===== src/rtl/mem_port_arbiter.sv =====
// mem_port_arbiter
//   Shares one single-port unified memory between the instruction-fetch (IF)
//   and load/store (DM) stages of a pipelined MIPS core. One requester is
//   granted at a time; the memory request is held until mem_ack (or until the
//   access times out), after which read data and a one-cycle done pulse go
//   back to the winner. The stall lines freeze the core while an access is
//   outstanding.
//
// Ports
//   clk, reset            clock; asynchronous active-low reset
//   if_req/if_addr        fetch request (held until if_done) and address
//   if_rdata/if_done      fetched word and one-cycle completion pulse
//   dm_req/dm_we/dm_addr  data request (held until dm_done), store flag, address
//   dm_wdata              store data
//   dm_rdata/dm_done      load data and one-cycle completion pulse
//   mem_req/mem_we        memory request and write enable (registered)
//   mem_addr/mem_wdata    memory address and write data (registered at grant)
//   mem_rdata/mem_ack     memory read data and one-cycle completion
//   if_stall/dm_stall     combinational stall lines to the pipeline
//   err                   one-cycle pulse with done when an access timed out
module mem_port_arbiter #(
  parameter int ADDR_W     = 32,
  parameter int DATA_W     = 32,
  parameter int MAX_STREAK = 4,
  parameter int TIMEOUT    = 255
) (
  input  logic              clk,
  input  logic              reset,
  input  logic              if_req,
  input  logic [ADDR_W-1:0] if_addr,
  output logic [DATA_W-1:0] if_rdata,
  output logic              if_done,
  input  logic              dm_req,
  input  logic              dm_we,
  input  logic [ADDR_W-1:0] dm_addr,
  input  logic [DATA_W-1:0] dm_wdata,
  output logic [DATA_W-1:0] dm_rdata,
  output logic              dm_done,
  output logic              mem_req,
  output logic              mem_we,
  output logic [ADDR_W-1:0] mem_addr,
  output logic [DATA_W-1:0] mem_wdata,
  input  logic [DATA_W-1:0] mem_rdata,
  input  logic              mem_ack,
  output logic              if_stall,
  output logic              dm_stall,
  output logic              err
);

  localparam logic [3:0] MAX_S    = 4'(MAX_STREAK);
  localparam logic [7:0] TMO_LAST = 8'(TIMEOUT - 1);

  typedef enum logic [1:0] {IDLE, BUSY_IF, BUSY_DM} state_t;

  state_t     state;
  logic [3:0] streak;
  logic [7:0] tcnt;

  logic if_live;
  logic dm_live;
  logic grant_if;
  logic grant_dm;
  logic finish;

  // Streak counter saturates at the anti-starvation limit.
  function automatic logic [3:0] sat_inc(input logic [3:0] v);
    return (v == MAX_S) ? v : v + 4'd1;
  endfunction

  assign if_stall = if_req & ~if_done;
  assign dm_stall = dm_req & ~dm_done;

  // A requester whose done pulse is high this cycle still shows req=1 but is
  // about to drop it, so it must not win a fresh grant.
  assign if_live = if_req & ~if_done;
  assign dm_live = dm_req & ~dm_done;

  always_comb begin
    grant_dm = dm_live & (~if_live | (streak != MAX_S));
    grant_if = if_live & ~grant_dm;
  end

  // An access ends on mem_ack, or on the last permitted cycle without one;
  // an ack arriving in that last cycle still counts as a real completion.
  assign finish = mem_ack | (tcnt == TMO_LAST);

  always_ff @(posedge clk or negedge reset) begin
    if (!reset) begin
      state     <= IDLE;
      mem_req   <= 1'b0;
      mem_we    <= 1'b0;
      mem_addr  <= '0;
      mem_wdata <= '0;
      if_rdata  <= '0;
      dm_rdata  <= '0;
      if_done   <= 1'b0;
      dm_done   <= 1'b0;
      err       <= 1'b0;
      streak    <= '0;
      tcnt      <= '0;
    end else begin
      if_done <= 1'b0;
      dm_done <= 1'b0;
      err     <= 1'b0;
      case (state)
        IDLE: begin
          if (grant_dm) begin
            state     <= BUSY_DM;
            mem_req   <= 1'b1;
            mem_we    <= dm_we;
            mem_addr  <= dm_addr;
            mem_wdata <= dm_wdata;
            tcnt      <= '0;
            streak    <= if_req ? sat_inc(streak) : 4'd0;
          end else if (grant_if) begin
            state     <= BUSY_IF;
            mem_req   <= 1'b1;
            mem_we    <= 1'b0;
            mem_addr  <= if_addr;
            mem_wdata <= '0;
            tcnt      <= '0;
            streak    <= '0;
          end
        end
        BUSY_IF, BUSY_DM: begin
          if (finish) begin
            state   <= IDLE;
            mem_req <= 1'b0;
            err     <= ~mem_ack;
            if (state == BUSY_IF) begin
              if_done  <= 1'b1;
              if_rdata <= mem_ack ? mem_rdata : '0;
            end else begin
              dm_done <= 1'b1;
              // Stores leave the load-data register untouched.
              if (!mem_we) dm_rdata <= mem_ack ? mem_rdata : '0;
            end
          end else begin
            tcnt <= tcnt + 8'd1;
          end
        end
        default: state <= IDLE;
      endcase
    end
  end

endmodule

===== config.mk =====
export PLATFORM = sky130hd
export DESIGN_NAME = mem_port_arbiter
export DESIGN_NICKNAME = d
export VERILOG_FILES = /design/src/rtl/mem_port_arbiter.sv
export SDC_FILE = /design/constraint.sdc
export NUM_CORES = 1
export LEC_CHECK = 0
export ABC_AREA = 1
export BUFFER_PORTS_ARGS = -buffer_cell sky130_fd_sc_hd__buf_2
export CELL_PAD_IN_SITES_DETAIL_PLACEMENT = 1
export CELL_PAD_IN_SITES_GLOBAL_PLACEMENT = 1
export CORE_MARGIN = 8
export CORE_UTILIZATION = 35
export CTS_BUF_LIST = sky130_fd_sc_hd__clkbuf_8 sky130_fd_sc_hd__clkbuf_16
export DETAILED_ROUTE_END_ITERATION = 8
export PLACE_DENSITY = 0.79
export SLEW_MARGIN = 20
export SYNTH_ARGS = -nofsm -noshare
export SYNTH_HDL_FRONTEND = slang
export SYNTH_SLANG_ARGS = --single-unit
export TNS_END_PERCENT = 10

===== constraint.sdc =====
create_clock -name clk -period 1.9 [get_ports clk]
set_input_delay 0.285 -clock clk [delete_from_list [all_inputs] [get_ports clk]]
set_output_delay 0.285 -clock clk [all_outputs]
set_load 0.01 [all_outputs]

# --- After elaboration in Yosys (flattened, before gate mapping) ---
# Cells that the tools add are included.
op_classes:
  n_mux: 31
  reduce_logical: 11
  addsub: 2
  eq_ne: 9
  bitwise: 13
ops:
  columns: ["cell", "count"]
  rows:
  - ["2-to-1 mux 32 bit", 5]
  - ["2-to-1 mux 8 bit", 3]
  - ["2-to-1 mux 4 bit", 4]
  - ["one-hot mux 8 bit (2 select lines)", 1]
  - ["2-to-1 mux 1 bit", 13]
  - ["AND reduction 3 bit", 4]
  - ["adder 8 x 1 -> 8 bit, second input constant", 1]
  - ["equality test 8 bit, second input constant", 1]
  - ["NOT 1 bit", 7]
  - ["2-to-1 mux 2 bit", 3]
  - ["!= test 3 bit, second input constant", 2]
  - ["adder 4 x 1 -> 4 bit, second input constant", 1]
  - ["bitwise AND 1 bit", 4]
  - ["equality test 4 x 3 -> 1 bit, second input constant", 1]
  - ["!= test 2 bit, second input constant", 2]
  - ["!= test 4 x 3 -> 1 bit, second input constant", 1]
  - ["one-hot mux 2 bit (2 select lines)", 1]
  - ["AND reduction 2 bit", 2]
  - ["AND reduction 4 bit", 1]
  - ["nonzero test 2 bit", 2]
  - ["equality test 2 x 1 -> 1 bit, second input constant", 1]
  - ["equality test 2 bit, second input constant", 1]
  - ["zero test 2 bit", 1]
  - ["OR 1 bit", 2]
  - ["2 further kinds", 2]
totals:
  wordCells: 78
  output_inout_bits: 135
  regBits: 147
  inputBits: 134

# --- Depth between registers and ports, before layout ---
# Gate-level depths: netlist of run 1.
logic_depth:
  ltp_word: 10
  depth_mapped: 11
  mapped_depth_nobuf: 10

# --- Least setup slack after synthesis of run 1 ---
# OpenSTA, ideal clock, no wires.
synth_path:
  path_type: "reg2reg"
  from: "register tcnt[0]"
  to: "register if_rdata[14]"
  t_required_ns: 1.770
  setup_ns: 0.130
  setup_slack_ns: 0.384
  path_buffers: 2
  synth_period_minus_slack_ns: 1.516
  path_stages_with_launch: 12
  t_arrival_ns: 1.386
  path_cell_list: "dfrtp_1 inv_1 ha_1 nand2_1 nor2_1 nand2_2 nand2_4 nand3_2 buf_6 buf_6 nand2_1 o21ai_1"
synth_via:
  elab_chain_len: 3
synth_rtl:
  columns: ["item", "line", "rtl"]
  rows:
  - ["start, declared", "57", "logic [7:0] tcnt;"]
  - ["start signal, assigned", "139", "tcnt <= tcnt + 8'd1;"]
  - ["equality test 8 bit", "85", "assign finish = mem_ack | (tcnt == TMO_LAST);"]
  - ["OR 1 bit", "85", null]
  - ["AND reduction 3 bit (no source line)", null, null]
  - ["end signal, assigned", "132", "if_rdata <= mem_ack ? mem_rdata : '0;"]
  - ["end, declared", "31", "output logic [DATA_W-1:0] if_rdata,"]
# No other way between the ends.
# A chain may end at the register's enable or synchronous reset.

# --- Worst setup path in the final report of run 1 ---
layout_path:
  from: "register tcnt[0]"
  to: "register if_rdata[31]"
# Same word-level chain as after synthesis.

==> impl_metrics.toml, run 1 <==
[layout]
areaGrowthSynthToFinish_pct = 33.5
layout_commonest_cell = "nand2_1"
final_nets = 1178
stdcell_area_um2 = 8760
mostFrequentLayoutCells = "nand2_1 (314), buf_2 (267), dfrtp_1 (147)"
diodes = 0
drive_above_1_share_pct = 33.9

[critical_path]
crit_required_ns = 2.20
crit_chain = "inv_1 -> ha_1 -> nand2_1 -> nor2_1 -> nand2_2 -> nand2_4 -> nand3_2 -> buf_12 -> nand2_1 -> o21ai_2"
startpoint_type = "flip-flop"
cp_max_fo = 65
arrival_ns = 2.01
reg2regPathDepth = 10
max_stage_delay_ns = 0.41
timing.rr.end = "if_rdata[31]"
cp_common_cell = "nand2_1"
cp_slowest_cell = "dfrtp_1"
critPathKind = "flip-flop to flip-flop"
endpoint_kind = "flip-flop"
rrSetupSlack_ns = 0.18
r2r-start = "tcnt[0]"

[yosys]
synth_top_area_share_pct = 56.0
ys.warnings.count = 0
syn_inst = 776
ys_ff_latch = 147
synth_top_cell_by_area = "dfrtp_1"
ys_seq_area_share_pct = 56.0
synth_fp_nets = 916
synth_area_leaders = "dfrtp_1 (56%), nand2_1 (18%), o21ai_1 (5.6%)"
avgSynthCellArea_um2 = 8.46
yosysUniqueCellTypes = 27
syn_area_um2 = 6560

[clock_tree]
htree_levels = 4
cts_made_buffers = 17
path_clk_slew_ns = 0.07
clkLatencyLatePin_ns = 0.42
cts_tree = "yes"
cts_sinks = 147
cts-root-buf = "clkbuf_16"
cts_buffer_depth = 2

[grt]
grt_overflow_total = 0
antenna_found_initial = 3
grt_max_degree = 68
grt_pass1_vias = 6595
grt_use_total_pct = 18.7
grt_pass1_wl_mm = 35.3

[power_and_ir_drop]
peakVddDrop_v = 0.000614
pwr-share-seq_pct = 36.2
p_int_w = 0.00818
p_leak_nw = 4.90
power.density_nw_per_um2 = 1550
pwr-share-comb_pct = 38.8
p_switching_w = 0.00543
clkPwrFrac_pct = 25.0
switching_share_pct = 39.9

[timing]
fin_worst_skew_ns = 0.0137
finalCriticalPeriod_ns = 1.72
rsz0062_at_grt = "no"
setup_viol = 0
fin_tns_setup_ns = 0
timing.final.max_slew_violations = 0
fin_crit_sh_pct = 90.4
max_clock_freq_mhz = 582
hold_viol_final = 0
tightest_slew_ns = 0.426
slew_headroom_pct = 71.6

[die]
die_area_um2 = 23400
start_util_pct = 35.3
rows = 50
fp.dieH_um = 153
die_w_um = 153
core_um2 = 18600
pin_count = 269

[worst_hold_path]
worstHoldStart = "dm_wdata[9]"
holdPathStages = 3
hold_path_class = "input port to flip-flop"
hold_end = "mem_wdata[9]"

[route]
drc = 0
drt_wl_total_mm = 22.0
first_pass_iters = 4
drtAntennaViolNets = 0
drt_iter0_markers = 290
wire_per_inst_um = 17.1
viasPerCell = 4.79
num_vias = 6154

[place]
place.port_buffers = 268
dpl_cell_area_um2 = 8120
dp_hpwl_mm = 16.2
gp_congestion = 0.787

[run_status]
outcome = "completed"

[job]
drv_cap = 0
-- worst max-delay path by stage --
stage | start | to | slack, ns | cells past startpoint
global route | streak[0] | mem_addr[16] | 0.03 | 10
finish | tcnt[0] | if_rdata[31] | 0.18 | 10
CTS | streak[0] | mem_addr[25] | 0.02 | 10
detailed placement | streak[0] | mem_addr[25] | 0.03 | 10
floorplan | tcnt[0] | if_rdata[14] | 0.38 | 11
global placement | streak[0] | mem_addr[13] | 0.18 | 10
-- routing by layer --
metal | vias to the layer above | part of all wire (%) | GRT usage, %
li1 | 2962 | - | -
met1 | 2912 | 42 | 22.2
met2 | 236 | 46 | 29.3
met3 | 38 | 9.5 | 8.49
met4 | 6 | 2.3 | 6.97
met5 | - | 0.18 | 0
-- what timing repair did --
item                                   in CTS  in global routing
gates resized for setup                     0                  3
buffers inserted                            0                  0
endpoints found under the hold margin      23                  0
hold buffers                                1                  0
setup endpoints to repair                   0                 35
-- synthesized netlist by cell type --
master and instances:
dfrtp_1 147, nand2_1 315, o21ai_2 24, buf_4 3, nand3_1 43, nor3_1 2, buf_2 20, nand4_1 3
a21oi_1 1, ha_1 6, inv_1 50, nor2_2 3, xnor2_1 1, or2_2 1, o21bai_1 2, nand3_2 1
buf_6 11, clkbuf_1 7, nand3_4 1, inv_2 2, nand2_2 5, nor2_1 45, nand2_4 1, a21oi_2 1
o21ai_0 7, clkinv_1 1, o21ai_1 73
-- cells by family (layout without fill, tap and decap cells) --
| group | after synthesis | count (layout) | synth area share, % |
|---|---|---|---|
| fa+ha+maj | 6 | 6 | 1.14 |
| flops | 147 | 147 | 56.0 |
| buf+inv | 94 | 369 | 7.19 |
| compound gates | 108 | 108 | 9.74 |
| simple gates | 420 | 420 | 25.8 |
| xor+xnor | 1 | 1 | 0.133 |
-- final cells by class --
type | count | area [µm²]
sequential | 147 | 3680
tap | 234 | 293
timing repair buffer | 284 | 1560
clock inverter | 15 | 171
inverter | 53 | 199
clock buffer | 17 | 425
fill | 2298 | 9820
multi-input combinational | 535 | 2430
-- per-stage QoR --
step                instances  hold WS [ns]  power (W)  worst slack, ns  utilization, %
floorplan                 776       -0.0106    0.00803            0.384               -
global placement         1251         0.171     0.0101            0.179            43.7
detailed placement       1251         0.176     0.0103           0.0309            43.7
CTS                      1284        0.0693     0.0138           0.0201            47.0
global route             1285        0.0826     0.0147           0.0301            47.2
finish                   1285        0.0870     0.0136            0.182            47.2
-- power groups by stage --
stage | sequential, W | combinational, W | clock, W
final | 0.00493 | 0.00528 | 0.00341
after global routing | 0.00506 | 0.00595 | 0.00365
after CTS | 0.00494 | 0.00536 | 0.00350
after detailed placement | 0.00496 | 0.00534 | 0
after global placement | 0.00494 | 0.00517 | 0
after floorplan | 0.00542 | 0.00261 | 0
-- flip-flops by register name, summed over array words and instances, names as in the netlist --
| signal | cells |
|---|---|
| streak | 4 |
| dm_rdata | 32 |
| mem_wdata | 32 |
| dm_done | 1 |
| err | 1 |
| mem_req | 1 |
| if_rdata | 32 |
| state | 2 |
| tcnt | 8 |
| if_done | 1 |
| mem_addr | 32 |
| mem_we | 1 |
-- critical path: cells and delay by family, from the launching register on --
family / cells / cell delay, ns
fa+ha+maj: 1 / 0.16
simple gates: 6 / 0.57
buf+inv: 2 / 0.34
compound gates: 1 / 0.06
flops: 1 / 0.41
Note: power is estimated with default switching activity, not from simulation.
==> run 2: changes to the inputs <==
--- a/config.mk
+++ b/config.mk
@@ -5,15 +5,14 @@
 export SDC_FILE = /design/constraint.sdc
 export NUM_CORES = 1
 export LEC_CHECK = 0
-export ABC_AREA = 1
 export BUFFER_PORTS_ARGS = -buffer_cell sky130_fd_sc_hd__buf_2
 export CELL_PAD_IN_SITES_DETAIL_PLACEMENT = 1
 export CELL_PAD_IN_SITES_GLOBAL_PLACEMENT = 1
 export CORE_MARGIN = 8
-export CORE_UTILIZATION = 35
+export CORE_UTILIZATION = 36
 export CTS_BUF_LIST = sky130_fd_sc_hd__clkbuf_8 sky130_fd_sc_hd__clkbuf_16
 export DETAILED_ROUTE_END_ITERATION = 8
-export PLACE_DENSITY = 0.79
+export PLACE_DENSITY = 0.78
 export SLEW_MARGIN = 20
 export SYNTH_ARGS = -nofsm -noshare
 export SYNTH_HDL_FRONTEND = slang
==> run 2 against run 1 <==
  * The flow now finishes with violations (setup timing)
  * Combinational power increased by 36%
  * Register-to-register slack got worse by 0.29 ns
  * Design area increased by 5.3%
  * Worst setup slack got worse by 0.29 ns
  * Fmax decreased by 15%
  * Power increased by 19%
  * Clock skew about the same
  * Sequential cell count unchanged
  * Global-route usage increased by 1.3 points
  * Critical path type unchanged
  * Highest routed layer unchanged
==> impl_metrics.toml, run 2 <==
[run_status]
outcome = "finished, violations left"
violations = "setup timing"

[grt]
grt_pass1_wl_mm = 34.8
busiest_layer = "met2"
grt_max_degree = 56
antenna_found_initial = 3
use_met1_pct = 23.8
grt_pass1_vias = 6084
grt_overflow_total = 0
grt_use_total_pct = 20.0
grt_use_met3_pct = 8.00
use_met2_pct = 32.7

[layout]
mostFrequentLayoutCells = "buf_2 (267), dfrtp_1 (147), nand2_1 (139)"
stdcell_area_um2 = 9220
fin_cells = 1134
final_nets = 1030
drive_above_1_share_pct = 47.0
areaGrowthSynthToFinish_pct = 41.9
layout_commonest_cell = "buf_2"

[power_and_ir_drop]
pwr-share-seq_pct = 34.1
p_int_w = 0.0100
pwr-share-comb_pct = 44.3
switching_share_pct = 38.3
peakVddDrop_v = 0.000884
clkPwrFrac_pct = 21.7
p_leak_nw = 4.97
power.density_nw_per_um2 = 1760
p_switching_w = 0.00621

[yosys]
synthFlopType = "dfrtp_1"
avgSynthCellArea_um2 = 10.9
synth_edf_count = 0
ys_async_sr_fraction_pct = 100
ys_seq_area_share_pct = 56.6
ys.warnings.count = 0
yosysUniqueCellTypes = 42
synth_area_leaders = "dfrtp_1 (57%), nand2_1 (8.0%), mux2_4 (6.7%)"
syn_area_um2 = 6500
synth_most_common_cell = "dfrtp_1"
ys_ff_latch = 147
synth_top_area_share_pct = 56.6
syn_inst = 595
synth_top_cell_by_area = "dfrtp_1"
synthTopCellsByCount = "dfrtp_1 (147), nand2_1 (139), nand3_1 (39)"
synth_fp_nets = 735

[critical_path]
crit_chain = "inv_2 -> ha_4 -> inv_4 -> o31a_4 -> nor3_4 -> buf_12 -> clkbuf_16 -> mux2_4"
cp_max_fo = 6
crit_required_ns = 2.20
arrival_ns = 2.31
max_stage_delay_ns = 0.36
reg2regPathDepth = 8
startpoint_type = "flip-flop"
critPathKind = "flip-flop to flip-flop"
cp_slowest_cell = "dfrtp_1"
endpoint_kind = "flip-flop"

[timing]
hold-worst-slack_ns = 0.0772
hold_viol_final = 0
max_clock_freq_mhz = 497
fin_tns_setup_ns = -5.01
finalCriticalPeriod_ns = 2.01
tightest_slew_ns = 0.503
fin_crit_sh_pct = 106
fin_ws_ns = -0.112
fin_worst_skew_ns = 0.0133
timing.final.max_slew_violations = 0
rsz0062_at_grt = "yes"
slew_headroom_pct = 66.1
setup_viol = 64

[route]
drt_iter0_markers = 246
drtAntennaViolNets = 0
num_vias = 5603
wire_per_inst_um = 20.6
drt_wl_total_mm = 23.3
viasPerCell = 4.94
drc = 0
first_pass_iters = 4

[die]
core_um2 = 17800
die_w_um = 150
rows = 49
fp.dieH_um = 150
pin_count = 269
start_util_pct = 36.4
die_area_um2 = 22600

[place]
dp_hpwl_mm = 16.2
gp_congestion = 0.759
dpl_worst_slack_ns = -0.0974
placed_cells = 1092
place.port_buffers = 268
dpl_cell_area_um2 = 8390

[clock_tree]
cts_made_buffers = 17
cts_sinks = 147
clkLatencyLatePin_ns = 0.43
cts_buffer_depth = 2
cts_tree = "yes"
path_clk_slew_ns = 0.07
cts-root-buf = "clkbuf_16"
htree_levels = 4

[worst_hold_path]
hold_path_class = "input port to flip-flop"
holdPathStages = 3

[job]
drv_cap = 0
run 2: power groups by stage:
stage | Sequential (W) | Combinational (W) | Clock [W]
final | 0.00553 | 0.00718 | 0.00352
after global routing | 0.00570 | 0.00782 | 0.00374
after CTS | 0.00548 | 0.00693 | 0.00361
after detailed placement | 0.00550 | 0.00671 | 0
after global placement | 0.00543 | 0.00651 | 0
after floorplan | 0.00607 | 0.00298 | 0
run 2: layout make-up:
| type | instances | area [µm²] |
|---|---|---|
| sequential | 147 | 3680 |
| inverter | 11 | 43.8 |
| antenna | 2 | 5.00 |
| clock inverter | 15 | 186 |
| fill | 2021 | 8620 |
| multi-input combinational | 400 | 2720 |
| tap | 229 | 287 |
| timing repair buffer | 313 | 1870 |
| clock buffer | 17 | 425 |
run 2: kinds of logic after synthesis:
family          Yosys count  synth area share, %
simple gates            263                 18.3
flops                   147                 56.6
fa+ha+maj                 6                 1.15
buf+inv                  48                 3.72
mux                      67                 13.2
compound gates           62                 6.74
xor+xnor                  2                0.270
run 2: path summary, 6_finish.rpt:
check	startpoint	end	slack, ns
max	state[0]	dm_rdata[31]	-0.11
min	dm_wdata[19]	mem_wdata[19]	0.08
max reg2reg	state[0]	dm_rdata[31]	-0.11
min reg2reg	mem_wdata[10]	mem_wdata[10]	0.46
max in group asynchronous	reset	mem_wdata[31]	0.89
min in group asynchronous	reset	if_rdata[23]	0.36
run 2: per-stage QoR:
| step | power [W] | utilization, % |
|---|---|---|
| 6_report | 0.0162 | 51.7 |
| 5_1_grt | 0.0173 | 51.7 |
| 4_1_cts | 0.0160 | 50.9 |
| 3_5_place_dp | 0.0122 | 47.0 |
| 3_3_place_gp | 0.0119 | 47.0 |
| 2_1_floorplan | 0.00905 | - |
run 2: layer usage:
metal  vias up  share of wire, %
li1       2611                 -
met1      2731                40
met2       236                49
met3        23                10
met4         2               1.3
met5         -             0.034
run 2: critical path, delay by kind of cell (launching register included):
family	cells	cell delay (ns)
buf+inv	4	0.41
flops	1	0.36
compound gates	1	0.34
mux	1	0.29
fa+ha+maj	1	0.27
simple gates	1	0.21
run 2: what timing repair did:
action | in CTS | in global routing
cloned | 1 | 2
setup endpoints to repair | 40 | 57
hold buffers | 1 | 0
setup buffers | 3 | 3
pin swaps | 1 | 3
endpoints found under the hold margin | 40 | 0
resized for setup | 9 | 31
==> run 3: changes to the inputs <==
==> constraint.sdc (replaced) <==
create_clock -name clk -period 2.3 [get_ports clk]
set_input_delay 0.345 -clock clk [delete_from_list [all_inputs] [get_ports clk]]
set_output_delay 0.345 -clock clk [all_outputs]
set_load 0.1 [all_outputs]
==> run 3 against run 2 <==
  * The flow now finishes without violations
  * Global-route usage decreased by 1.7 points
  * Wire length decreased by 13%
  * Worst setup slack improved by 0.27 ns
  * Via count decreased by 3.8%
  * Count of clock-buffer cells in the layout unchanged
  * Die area unchanged
  * Worst hold slack improved by 0.062 ns
  * Critical endpoint is now if_rdata[1]
  * Highest routed layer is now met4
==> impl_metrics.toml, run 3 (synthesis results as in run 2) <==
[run_status]
outcome = "completed"

[critical_path]
endpoint_kind = "flip-flop"
cp_max_fo = 9
max_stage_delay_ns = 0.37
crit_chain = "inv_1 -> ha_1 -> buf_4 -> nand2_1 -> o31a_4 -> nand2b_4 -> buf_4 -> mux2_4"
critPathKind = "flip-flop to flip-flop"
cp_common_cell = "buf_4"
arrival_ns = 2.44
cp_slowest_cell = "dfrtp_1"
crit_required_ns = 2.59
startpoint_type = "flip-flop"

[timing]
tightest_slew_ns = 0.543
rsz0062_at_grt = "no"
fin_tns_setup_ns = 0
timing.final.max_slew_violations = 0
setup_viol = 0
fin_crit_sh_pct = 93.1
hold_viol_final = 0
fin_worst_skew_ns = 0.0109
finalCriticalPeriod_ns = 2.14
max_clock_freq_mhz = 467
slew_headroom_pct = 63.7

[clock_tree]
postCtsSetupBuffers = 0
cts_tree = "yes"
cts-root-buf = "clkbuf_16"
htree_levels = 4
holdBufCountCts = 1
cts_resized = 0
cts_sinks = 147
cts_made_buffers = 17
clkLatencyLatePin_ns = 0.42
cts_buffer_depth = 2
path_clk_slew_ns = 0.07

[grt]
grt_max_degree = 92
grt_pass1_wl_mm = 32.3
grt_use_total_pct = 18.2
antenna_found_initial = 0
grt_pass1_vias = 5829
grt_overflow_total = 0

[layout]
mostFrequentLayoutCells = "buf_2 (266), dfrtp_1 (145), nand2_1 (139)"
diodes = 0
drive_above_1_share_pct = 45.1
areaGrowthSynthToFinish_pct = 35.1
fillCellCount = 2058
regArea_um2 = 3680
layout_commonest_cell = "buf_2"
multi_input_area_um2 = 2610
fin_cells = 1105
final_nets = 1003

[die]
pin_count = 269
die_w_um = 150
die_area_um2 = 22600
start_util_pct = 36.4
core_um2 = 17800
fp.dieH_um = 150
rows = 49

[route]
highest_layer = "met4"
wire_per_inst_um = 18.3
drt_iter0_markers = 175
wl_met1_mm = 8.53
drt_wl_total_mm = 20.3
route.met2.wl_mm = 9.30
num_vias = 5390
drc = 0
viasPerCell = 4.88
drtAntennaViolNets = 0
wl_met3_mm = 2.15
first_pass_iters = 6

[place]
placed_cells = 1072
place.port_buffers = 268
gp_congestion = 0.766
dp_hpwl_mm = 15.3

[job]
drv_cap = 0

[worst_hold_path]
hold_path_class = "input port to flip-flop"
[run 3: metal layers]
layer,GRT usage (%),vias up
met2,28.8,205
met3,8.03,17
li1,-,2550
met1,22.0,2618
met5,0,-
met4,5.80,0
[run 3: final cells by class]
class                   instances  area share (%)
flip-flops and latches        147            41.9
repair buffers                286            18.1
clock buffers                  17            4.84
clock inverters                15            1.64
well taps                     229            3.26
multi-input cells             400            29.7
inverters                      11           0.513
[run 3: path summary, 6_finish.rpt]
| check | startpoint | endpoint | cells after the start | slack [ns] |
|---|---|---|---|---|
| worst max-delay path | state[0] | if_rdata[1] | 8 | 0.16 |
| worst max register to register | state[0] | if_rdata[1] | 8 | 0.16 |
| worst min-delay path | dm_wdata[18] | mem_wdata[18] | 3 | 0.14 |
| min in group asynchronous | reset | dm_rdata[29] | 2 | 0.42 |
| max in group asynchronous | reset | mem_wdata[8] | 3 | 1.19 |
| worst min register to register | mem_wdata[10] | mem_wdata[10] | 2 | 0.46 |
[run 3: stage by stage]
stage / area, µm² / hold slack [ns] / util, % / worst slack, ns
3_5_place_dp: 8200 / 0.298 / 46.0 / 0.153
5_1_grt: 8780 / 0.141 / 49.2 / 0.0515
2_1_floorplan: 6530 / 0.0494 / - / 0.0118
3_3_place_gp: 8200 / 0.299 / 46.0 / 0.246
6_report: 8780 / 0.139 / 49.2 / 0.159
4_1_cts: 8780 / 0.126 / 49.2 / 0.140
[run 3: critical path: cells and delay by family (launching register included)]
family | cells | cell delay, ns
fa+ha+maj | 1 | 0.33
flops | 1 | 0.37
buf+inv | 3 | 0.48
compound gates | 1 | 0.19
mux | 1 | 0.32
simple gates | 2 | 0.32
Power of run 3 is left out: the tool's default activity adds up to more than one toggle a clock period on the data nets, which glitch-free logic cannot reach.
